**config.mk**
```make
export PLATFORM = sky130hd
export DESIGN_NAME = prm_edge_chk_sched
export DESIGN_NICKNAME = d
export VERILOG_FILES = /design/src/rtl/prm_edge_chk_sched.sv
export SDC_FILE = /design/constraint.sdc
export NUM_CORES = 1
export LEC_CHECK = 0
export CAP_MARGIN = 25
export CORE_ASPECT_RATIO = 1.5
export CORE_MARGIN = 3
export CORE_UTILIZATION = 42
export CTS_BUF_LIST = sky130_fd_sc_hd__clkbuf_16
export DETAILED_ROUTE_END_ITERATION = 7
export GPL_ROUTABILITY_DRIVEN = 0
export PLACE_DENSITY = 0.81
export SKIP_LAST_GASP = 1
export SLEW_MARGIN = 0
export SYNTH_ARGS = -nofsm -noshare
export SYNTH_HDL_FRONTEND = slang
export SYNTH_SLANG_ARGS = --single-unit
```
**constraint.sdc**
```tcl
create_clock -name clk -period 2.1 [get_ports clk]
set_input_delay 0.63 -clock clk [delete_from_list [all_inputs] [get_ports clk]]
set_output_delay 0.63 -clock clk [all_outputs]
set_load 0.02 [all_outputs]
```
**src/rtl/prm_edge_chk_sched.sv**
```systemverilog
// Sequences edge-table fetches into the combinational obstacle-checker bank and streams per-edge verdicts.
// Latency: per edge, fetch latency + CHK_LAT + 2 cycles (chk_mask sampled CHK_LAT+1 cycles after chk_code changes).
// Backpressure: res_vld holds index/mask stable until res_rdy; no new fetch issues until the result is taken.
// Optional: define PRM_EDGE_CHK_STATS_EN to add the saturating blocked_cnt output.
module prm_edge_chk_sched #(
    parameter int CODE_W  = 15,
    parameter int IDX_W   = 10,
    parameter int NUM_OBS = 8,
    parameter int CHK_LAT = 1
) (
    input  logic               clk,
    input  logic               rst_n,
    input  logic               start,
    input  logic               abort,
    input  logic [IDX_W-1:0]   base_idx,
    input  logic [IDX_W-1:0]   edge_cnt,
    output logic               busy,
    output logic               done,
    output logic               code_req,
    output logic [IDX_W-1:0]   code_addr,
    input  logic               code_vld,
    input  logic [CODE_W-1:0]  code_data,
    output logic [CODE_W-1:0]  chk_code,
    input  logic [NUM_OBS-1:0] chk_mask,
    output logic               res_vld,
    input  logic               res_rdy,
    output logic [IDX_W-1:0]   res_idx,
    output logic               res_blocked,
    output logic [NUM_OBS-1:0] res_obs
`ifdef PRM_EDGE_CHK_STATS_EN
    ,
    output logic [IDX_W:0]     blocked_cnt
`endif
);

    localparam logic [2:0] S_IDLE  = 3'd0;
    localparam logic [2:0] S_FETCH = 3'd1;
    localparam logic [2:0] S_CHECK = 3'd2;
    localparam logic [2:0] S_EMIT  = 3'd3;
    localparam logic [2:0] S_FIN   = 3'd4;

    logic [2:0]       state;
    logic [IDX_W-1:0] idx;
    logic [IDX_W-1:0] rem;
    logic [2:0]       wait_cnt;
    logic             start_acc;
    logic             res_xfer;

    assign busy        = (state != S_IDLE);
    assign done        = (state == S_FIN);
    assign code_req    = (state == S_FETCH);
    assign res_vld     = (state == S_EMIT);
    assign code_addr   = idx;
    assign res_blocked = |res_obs;

    // abort wins over start when both arrive in IDLE
    assign start_acc = (state == S_IDLE) && start && !abort;
    assign res_xfer  = res_vld && res_rdy;

    always_ff @(posedge clk) begin
        if (!rst_n) begin
            state    <= S_IDLE;
            idx      <= '0;
            rem      <= '0;
            wait_cnt <= '0;
            chk_code <= '0;
            res_idx  <= '0;
            res_obs  <= '0;
        end else if (abort && state != S_IDLE) begin
            state <= S_IDLE;
        end else begin
            case (state)
                S_IDLE: begin
                    if (start_acc) begin
                        if (edge_cnt == '0) begin
                            state <= S_FIN;
                        end else begin
                            idx   <= base_idx;
                            rem   <= edge_cnt;
                            state <= S_FETCH;
                        end
                    end
                end
                S_FETCH: begin
                    if (code_vld) begin
                        chk_code <= code_data;
                        wait_cnt <= 3'(CHK_LAT);
                        state    <= S_CHECK;
                    end
                end
                S_CHECK: begin
                    // counter runs CHK_LAT..0, so sampling lands CHK_LAT+1 edges after chk_code changed
                    if (wait_cnt == '0) begin
                        res_obs <= chk_mask;
                        res_idx <= idx;
                        state   <= S_EMIT;
                    end else begin
                        wait_cnt <= wait_cnt - 3'd1;
                    end
                end
                S_EMIT: begin
                    if (res_rdy) begin
                        idx <= idx + IDX_W'(1);
                        rem <= rem - IDX_W'(1);
                        if (rem == IDX_W'(1)) begin
                            state <= S_FIN;
                        end else begin
                            state <= S_FETCH;
                        end
                    end
                end
                S_FIN: begin
                    state <= S_IDLE;
                end
                default: begin
                    state <= S_IDLE;
                end
            endcase
        end
    end

`ifdef PRM_EDGE_CHK_STATS_EN
    always_ff @(posedge clk) begin
        if (!rst_n) begin
            blocked_cnt <= '0;
        end else if (start_acc) begin
            blocked_cnt <= '0;
        end else if (res_xfer && res_blocked && !(&blocked_cnt)) begin
            blocked_cnt <= blocked_cnt + (IDX_W + 1)'(1);
        end
    end
`else
    logic unused_xfer;
    assign unused_xfer = res_xfer;
`endif

endmodule

```
==> reports/metrics.yaml, run 1 <==
outcome: "finished clean"
ys_types: 56
ys.warnings.count: 0
drive_above_1_share: 0.155
insertedDiodeCount: 0
postSynth.topFlopCell: "dfxtp_1"
synth.top_cell.area_share: 0.399
initial_antenna_violation_count: 0
grt_setup_unrepaired: "no"
synth_cells: 353
area_growth_syn_to_layout_pct: 53.5
initialDrtViolationCount: 167
share_of_synthesized_flip_flops_with_an_asynchronous_set_or_reset: 0
cts_sinks: 59
critical_path.endpoint_type: "flop"
worst-endpoint-arrival_ns: 2.27
final_antenna_net_count: 0
grt_overflow_total: 0
num_vias: 3100
p_leak_uw: 0.00186
clock_tree.root_cell: "clkbuf_16"
track_usage: 0.214
cts_tree: "built"
global_route_wire_length_before_repair_um: 13600
critical_path.startpoint: "edge_cnt[7]"
place.port_buffers: 96
ys_top_cells_by_area: "dfxtp_1 40%, mux2i_1 7.1%, nand2_1 6.3%"
hold_path.class: "flop to flop"
power_per_cell_area_nw_per_um2: 739
synth.net_count: 407
clk_transition_reported_paths_ns: 0.06
synth.yosys.seq_area_share: 0.399
ff_latch_area_um2: 1180
syn_area_per_cell_um2: 8.39
fin_crit_ns: 2.06
overall_die_width_um: 74.6
h-tree-depth: 3
drc: 0
drv_cap: 0
nets: 520
drt-wirelength-per-cell_um: 15.6
clock.fmax_mhz: 486
finalMaxSlewViolations: 0
dpl.hpwl_um: 5940
synth_top_area_cell: "dfxtp_1"
pin_count_of_the_biggest_net_entering_global_routing: 47
coreArea_um2: 6670
final.setup_skew_ns: 0.00670
die_height_um: 109
drt_pass1_iterations: 5
postCtsHoldBufs: 0
timing.critical_path.fanout_max: 7
initial_utilization: 0.444
die_area_um2: 8120
count_leader_synth: "dfxtp_1"
relSlewSlack: 0.705
period_share: 0.981
cts_buffer_count: 9
placementRows: 36
peakVddDrop_mv: 0.523
area_taken_by_multi_input_logic_gates_um2: 1650
tns_ns: 0
synth_enable_flop_cells: 0
ios: 97
timing.rr.start: "state[0]$_SDFFE_PP0P_"
timing.hold.ws_ns: 0.452
post_synthesis_instance_area_um2: 2960
start_kind: "input pin"
cts-root-to-sink-buffers: 2
grt_pass1_vias: 3045
crit_type: "input pin to flop"
ys_ff_latch: 59
worst_ep_required_time_ns: 2.31
setup-violations-final: 0
tightestPinTransition_ns: 0.441
post_synth_most_frequent_cells: "59 x dfxtp_1, 50 x nand2_1, 36 x nor2_1"
n_fill_cell: 528
holdCritStartpoint: "chk_code[9]$_SDFFE_PN0P_"
insertion_delay_ns: 0.33
drt-vias-per-instance: 5.67
finalHoldViolations: 0
drt_wl_total_um: 8530
## kinds of logic after synthesis
| logic type | count (synthesis) | synth area share |
|---|---|---|
| simple gates | 145 | 0.246 |
| compound gates | 85 | 0.200 |
| flops | 59 | 0.399 |
| buf+inv | 38 | 0.0629 |
| mux | 21 | 0.0710 |
| fa+ha+maj | 5 | 0.0211 |
## power breakdown
group | internal, µW | total [µW] | switching [µW]
logic | 209 | 396 | 187
registers | 1150 | 1180 | 33.3
clock network | 1280 | 1780 | 503
total | 2640 | 3360 | 723
## cell type report
class,instances,share of cell area
clock buffer,9,0.0495
tap,76,0.0209
timing repair buffer,128,0.267
clock inverter,7,0.0305
sequential,59,0.260
multi-input combinational,257,0.362
inverter,11,0.00908
## final timing paths
path                                to  slack [ns]  cells past startpoint
max          code_addr[4]$_SDFFE_PN0P_        0.04                      7
min           chk_code[9]$_SDFFE_PN0P_        0.45                      2
max reg2reg    res_idx[1]$_SDFFE_PN0P_        0.13                      6
min reg2reg   chk_code[9]$_SDFFE_PN0P_        0.45                      2
## layer usage
layer | track usage | wire, µm | vias up
li1 | - | - | 1509
met1 | 0.238 | 3290 | 1430
met2 | 0.375 | 4460 | 137
met3 | 0.0470 | 515 | 24
met4 | 0.104 | 263 | 0
met5 | 0 | 0 | -
## layout by cell type (no fill, tap or decap), types with 6 or more instances in the layout
cell type / count
nand2_1: 50
dfxtp_1: 58
clkbuf_2: 6
dlygate4sd2_1: 7
a21oi_1: 34
clkbuf_16: 9
clkdlybuf4s50_1: 82
buf_4: 25
nor3b_1: 6
inv_1: 9
nor4_1: 6
nor3_1: 14
nor2_1: 35
o32ai_1: 8
mux2i_1: 21
## worst max-delay path, cell delays in order
cell and delay, ns:
clkdlybuf4s15_2 0.19, or4_4 0.51, buf_6 0.14, nor4_4 0.31, buf_6 0.19, nor3_4 0.05
o221a_1 0.24
## flip-flops by register name (all words and copies together) (netlist names)
| register | count |
|---|---|
| chk_code | 15 |
| code_addr | 10 |
| rem | 10 |
| res_idx | 10 |
| res_obs | 8 |
| state | 3 |
| wait_cnt | 3 |
## per-stage QoR
| stage | cells | power (µW) | setup WS [ns] | util | area (µm²) |
|---|---|---|---|---|---|
| floorplan | 353 | 1380 | -0.0931 | - | 2970 |
| global placement | 529 | 1590 | -0.520 | 0.622 | 4150 |
| detailed placement | 529 | 1600 | -0.540 | 0.622 | 4150 |
| CTS | 547 | 3370 | -0.00576 | 0.681 | 4540 |
| global route | 547 | 3450 | 0.00374 | 0.682 | 4550 |
| finish | 547 | 3360 | 0.0407 | 0.682 | 4550 |
## timing repair
item,in CTS,in global routing
cloned,1,0
endpoints found under the setup margin,27,20
setup buffers,1,0
pin swaps,8,8
gates resized for setup,25,16
Note: power is estimated with default switching activity, not from simulation.
==> run 2, diff against run 1 <==
--- a/config.mk
+++ b/config.mk
@@ -7,7 +7,6 @@
 export LEC_CHECK = 0
 export CAP_MARGIN = 25
 export CORE_ASPECT_RATIO = 1.5
-export CORE_MARGIN = 3
 export CORE_UTILIZATION = 42
 export CTS_BUF_LIST = sky130_fd_sc_hd__clkbuf_16
 export DETAILED_ROUTE_END_ITERATION = 7
==> run 2 against run 1 <==
- the run now ends with DRC left
- maximum frequency down 1.3%
- register-to-register slack about the same
- critical endpoint is now code_addr[1]$_SDFFE_PN0P_
- global-route usage is 2.1 points higher
- cell area shrank 2.4%
- first-iteration DRC count is 47% higher
- routed wire length barely moved
- clock-buffer cell count stayed put
- die area is 8.8% lower
- sequential cell count stayed put
- utilization is 3.4 points lower
- clock power shrank 31%
==> reports/metrics.yaml, run 2 (synthesized netlist as in run 1, its figures left out) <==
layout_commonest_cell: "clkdlybuf4s50_1"
num_vias: 3149
track_usage: 0.235
area_growth_syn_to_layout_pct: 49.9
timing.hold.ws_ns: 0.453
clk_transition_reported_paths_ns: 0.05
postCtsHoldBufs: 0
outcome: "complete, but fails checks"
nets: 520
worst_ep_required_time_ns: 2.27
die_height_um: 105
ios: 97
final.setup.worst_slack_ns: 0.0127
peakVddDrop_mv: 0.493
grt_overflow_total: 0
insertedDiodeCount: 0
critical_path.endpoint_type: "flop"
cts_tree: "built"
initial_utilization: 0.432
p_leak_uw: 0.00181
drt_pass1_iterations: 8
final_antenna_net_count: 0
drv_cap: 0
global_route_wire_length_before_repair_um: 13900
dpl.hpwl_um: 5800
hold_path.class: "flop to flop"
insertion_delay_ns: 0.32
power_per_cell_area_nw_per_um2: 635
finalHoldViolations: 0
crit_type: "input pin to flop"
final.setup_skew_ns: 0.00413
pin_count_of_the_biggest_net_entering_global_routing: 41
setup-violations-final: 0
timing.rr.start: "state[0]$_SDFFE_PP0P_"
most-common-layout-cells: "81 x clkdlybuf4s50_1, 59 x dfxtp_1, 50 x nand2_1"
holdCritStartpoint: "chk_code[0]$_SDFFE_PN0P_"
placementRows: 37
drt-wirelength-per-cell_um: 15.6
failed_checks: "DRC"
place.port_buffers: 96
initialDrtViolationCount: 246
worst-endpoint-arrival_ns: 2.26
drt-vias-per-instance: 5.76
tns_ns: 0
h-tree-depth: 3
period_share: 0.994
relSlewSlack: 0.658
fin_crit_ns: 2.09
cts_sinks: 59
top_register: "chk_code"
die_area_um2: 7400
post-place-ws_ns: -0.548
drc: 8
grt_pass1_vias: 3044
initial_antenna_violation_count: 0
cts_buffer_count: 9
start_kind: "input pin"
critical_path.startpoint: "edge_cnt[9]"
largest_register_ffs: 15
cts-root-to-sink-buffers: 2
overall_die_width_um: 70.6
clock.fmax_mhz: 479
tightestPinTransition_ns: 0.512
grt_setup_unrepaired: "no"
clock_tree.root_cell: "clkbuf_16"
drt_wl_total_um: 8530
drive_above_1_share: 0.145
finalMaxSlewViolations: 0
coreArea_um2: 6850
finalCoreUtilization: 0.648
timing.critical_path.fanout_max: 7
[run 2: cell count changes in the layout (fill, tap and decap cells not counted), sizes merged]
cell / previous run / this run
bufinv: 4 / 0
dlygate4sd2: 7 / 4
clkbuf: 15 / 16
dlymetal6s2s: 0 / 2
inv: 10 / 9
clkinvlp: 0 / 1
clkdlybuf4s50: 82 / 81
clkinv: 4 / 6
clkdlybuf4s15: 1 / 2
[run 2: power breakdown]
group | leakage [µW] | switching, µW | internal [µW]
clock | 0.000117 | 470 | 765
sequential | 0.000478 | 30.6 | 1150
combinational | 0.00122 | 191 | 209
total | 0.00181 | 692 | 2130
[run 2: worst paths after layout]
| path | cells past startpoint | to | slack, ns |
|---|---|---|---|
| worst max-delay path | 5 | code_addr[1]$_SDFFE_PN0P_ | 0.01 |
| worst min-delay path | 2 | chk_code[0]$_SDFFE_PN0P_ | 0.45 |
| worst max register to register | 5 | code_addr[1]$_SDFFE_PN0P_ | 0.12 |
| worst min register to register | 2 | chk_code[0]$_SDFFE_PN0P_ | 0.45 |
[run 2: repair_timing]
action,CTS,global route
cloned,1,0
setup buffers,1,0
pin swaps,9,10
endpoints found under the setup margin,26,23
gates resized for setup,22,23
[run 2: metal layers]
metal,track usage,share of wire,wire length [µm]
met1,0.260,0.38,3200
met3,0.0482,0.077,659
met5,0,0,0
met2,0.417,0.52,4400
met4,0.121,0.032,269
[run 2: through the flow]
| step | std cells | power [µW] | instance area [µm²] |
|---|---|---|---|
| floorplan | 353 | 1380 | 2970 |
| global placement | 531 | 1590 | 4150 |
| detailed placement | 531 | 1600 | 4150 |
| CTS | 547 | 2830 | 4430 |
| global route | 547 | 2930 | 4440 |
| finish | 547 | 2820 | 4440 |
[run 2: layout make-up]
class                      count  area (µm²)
fill                         582        2410
multi-input combinational    257        1650
timing repair buffer         128        1220
sequential                    59        1180
clock buffer                   9         225
tap                           78        97.6
inverter                      11        41.3
clock inverter                 5        22.5
[run 2: critical path, cell delays in order]
cell and delay, ns:
clkdlybuf4s50_1 0.45, or2_4 0.27, or4_4 0.64, a21oi_2 0.18
a311oi_1 0.08
==> run 3, diff against run 2 <==
--- a/config.mk
+++ b/config.mk
@@ -6,11 +6,11 @@
 export NUM_CORES = 1
 export LEC_CHECK = 0
 export CAP_MARGIN = 25
-export CORE_ASPECT_RATIO = 1.5
+export CORE_ASPECT_RATIO = 1.25
 export CORE_UTILIZATION = 42
 export CTS_BUF_LIST = sky130_fd_sc_hd__clkbuf_16
 export DETAILED_ROUTE_END_ITERATION = 7
-export GPL_ROUTABILITY_DRIVEN = 0
+export GPL_TIMING_DRIVEN = 1
 export PLACE_DENSITY = 0.81
 export SKIP_LAST_GASP = 1
 export SLEW_MARGIN = 0
==> run 3 against run 2 <==
- the flow now finishes without violations
- cell area is 1.5% higher
- via count increased by 1.5%
- routed wire length about the same
- non-clock buffer count up 3
- cell count up 2.6%
- worst hold slack is essentially flat
- worst setup slack gained 0.037 ns
- clock skew barely moved
- clock power increased by 24%
- maximum frequency rose by 1.8%
- critical path depth decreased by 4
==> reports/metrics.yaml, run 3 (synthesized netlist as in run 1, its figures left out) <==
outcome: "finished clean"
crit_type: "flop to output port"
timing.critical_path.slowest_cell_delay_ns: 0.66
p_clk_frac: 0.489
tightestPinTransition_ns: 0.455
drc: 0
tns_ns: 0
switching_share: 0.231
drt-vias-per-instance: 5.70
timing.critical_path.fanout_max: 7
most-common-layout-cells: "83 x clkdlybuf4s50_1, 57 x dfxtp_1, 50 x nand2_1"
p_leak_uw: 0.00183
start_kind: "flop"
timing.rr.end: "state[2]$_SDFFE_PP0P_"
final_design_area_excluding_fillers_um2: 4500
insertedDiodeCount: 0
h-tree-depth: 3
pin_count_of_the_biggest_net_entering_global_routing: 41
coreArea_um2: 6690
grt.busiest_layer: "met2"
track_usage: 0.236
drv_cap: 0
depth_of_the_most_critical_reg_to_reg_path: 4
bufs_and_invs_on_worst_path: 1
overall_die_width_um: 77.1
nets: 523
worst-endpoint-arrival_ns: 1.42
peakVddDrop_mv: 0.480
met3_usage: 0.0455
ios: 97
global_route_wire_length_before_repair_um: 13800
largest_delay_share_family_worst_path: "buffers and inverters"
power_per_cell_area_nw_per_um2: 689
power.share.combinational: 0.130
layout_commonest_cell: "clkdlybuf4s50_1"
insertion_delay_ns: 0.32
cts_sinks: 59
holdCritStartpoint: "chk_code[12]$_SDFFE_PN0P_"
initial_utilization: 0.443
grt_setup_unrepaired: "no"
worstHoldEndpoint: "chk_code[12]$_SDFFE_PN0P_"
grt_pass1_vias: 3022
grt_use_met2: 0.400
place.port_buffers: 96
hold_path.class: "flop to flop"
worst_path_max_delay_cell: "clkdlybuf4s50_1"
critical_path.endpoint_type: "output port"
final.setup_skew_ns: 0.00368
r2r_slack_ns: 0.13
finalHoldViolations: 0
die_height_um: 95.9
clock_tree.root_cell: "clkbuf_16"
largest_register_ffs: 15
top_register: "chk_code"
grt_overflow_total: 0
worst_ep_required_time_ns: 1.47
period_share: 0.976
cts_tree: "built"
placementRows: 33
dpl.hpwl_um: 5840
drive_above_1_share: 0.143
post-layout-total-power_uw: 3100
clock.fmax_mhz: 488
drt_wl_total_um: 8540
num_vias: 3197
cellInternalPower_uw: 2390
finalCoreUtilization: 0.673
gp_routability_congestion: 0.859
p_sw_uw: 716
clk_transition_reported_paths_ns: 0.05
drt_pass1_iterations: 4
fin_crit_ns: 2.05
initial_antenna_violation_count: 0
min_path_cells: 2
timing.rr.start: "state[0]$_SDFFE_PP0P_"
cts_buffer_count: 9
finalMaxSlewViolations: 0
cts-root-to-sink-buffers: 2
power_frac_seq: 0.381
final_antenna_net_count: 0
area_growth_syn_to_layout_pct: 52.0
relSlewSlack: 0.696
initialDrtViolationCount: 145
die_area_um2: 7390
timing.critical_path.cells: "clkdlybuf4s50_1"
cts_setup_buffers: 0
drt-wirelength-per-cell_um: 15.2
place_area_um2: 4180
setup-violations-final: 0
met1_usage: 0.283
## run 3: changes by cell type in the layout (fill, tap and decap cells not counted), moves of 3 or more
cell	previous run	this run
buf_4	25	33
buf_6	4	0
clkbuf_2	7	3
dlygate4sd2_1	4	7
nor3_1	13	16
nor3_2	3	0
## run 3: power by group through the flow
stage	clock network, µW	registers (µW)	logic (µW)
global route	1600	1180	432
global placement	0	1200	392
finish	1520	1180	403
CTS	1550	1180	396
detailed placement	0	1200	398
floorplan	0	1220	164
## run 3: through the flow
step	std cells	hold WS [ns]	setup WS, ns
CTS	561	0.454	-0.00545
floorplan	353	0.448	-0.0931
global placement	544	0.443	-0.502
detailed placement	544	0.448	-0.562
finish	561	0.453	0.0502
global route	561	0.475	0.0100
## run 3: metal layers
metal,up-vias,part of all wire
met4,0,0.015
li1,1519,-
met1,1500,0.40
met5,-,0
met3,13,0.082
met2,165,0.50
## run 3: final cells by class
type,instances,area (µm²)
Clock buffer,9,225
Multi-Input combinational cell,257,1640
Fill cell,558,2190
Timing Repair Buffer,131,1220
Clock inverter,7,83.8
Tap cell,87,109
Sequential cell,59,1180
Inverter,11,41.3
## run 3: worst max path at each step
| stage | to | slack (ns) | startpoint | depth (start not counted) |
|---|---|---|---|---|
| 3_5_place_dp | code_addr[4]$_SDFFE_PN0P_ | -0.56 | edge_cnt[4] | 5 |
| 6_report | code_addr[6] | 0.05 | code_addr[6]$_SDFFE_PN0P_ | 1 |
| 2_1_floorplan | code_addr[2]$_SDFFE_PN0P_ | -0.09 | edge_cnt[4] | 6 |
| 3_3_place_gp | code_addr[8]$_SDFFE_PN0P_ | -0.50 | edge_cnt[4] | 5 |
| 4_1_cts | code_addr[4]$_SDFFE_PN0P_ | -0.005 | edge_cnt[9] | 5 |
| 5_1_grt | state[2]$_SDFFE_PP0P_ | 0.01 | edge_cnt[0] | 4 |
## run 3: timing repair
item	in CTS	in global routing
setup endpoints to repair	26	22
resized for setup	16	14
gates cloned	1	0
hold buffers	0	0
pin swaps	5	7
hold endpoints to repair	0	0
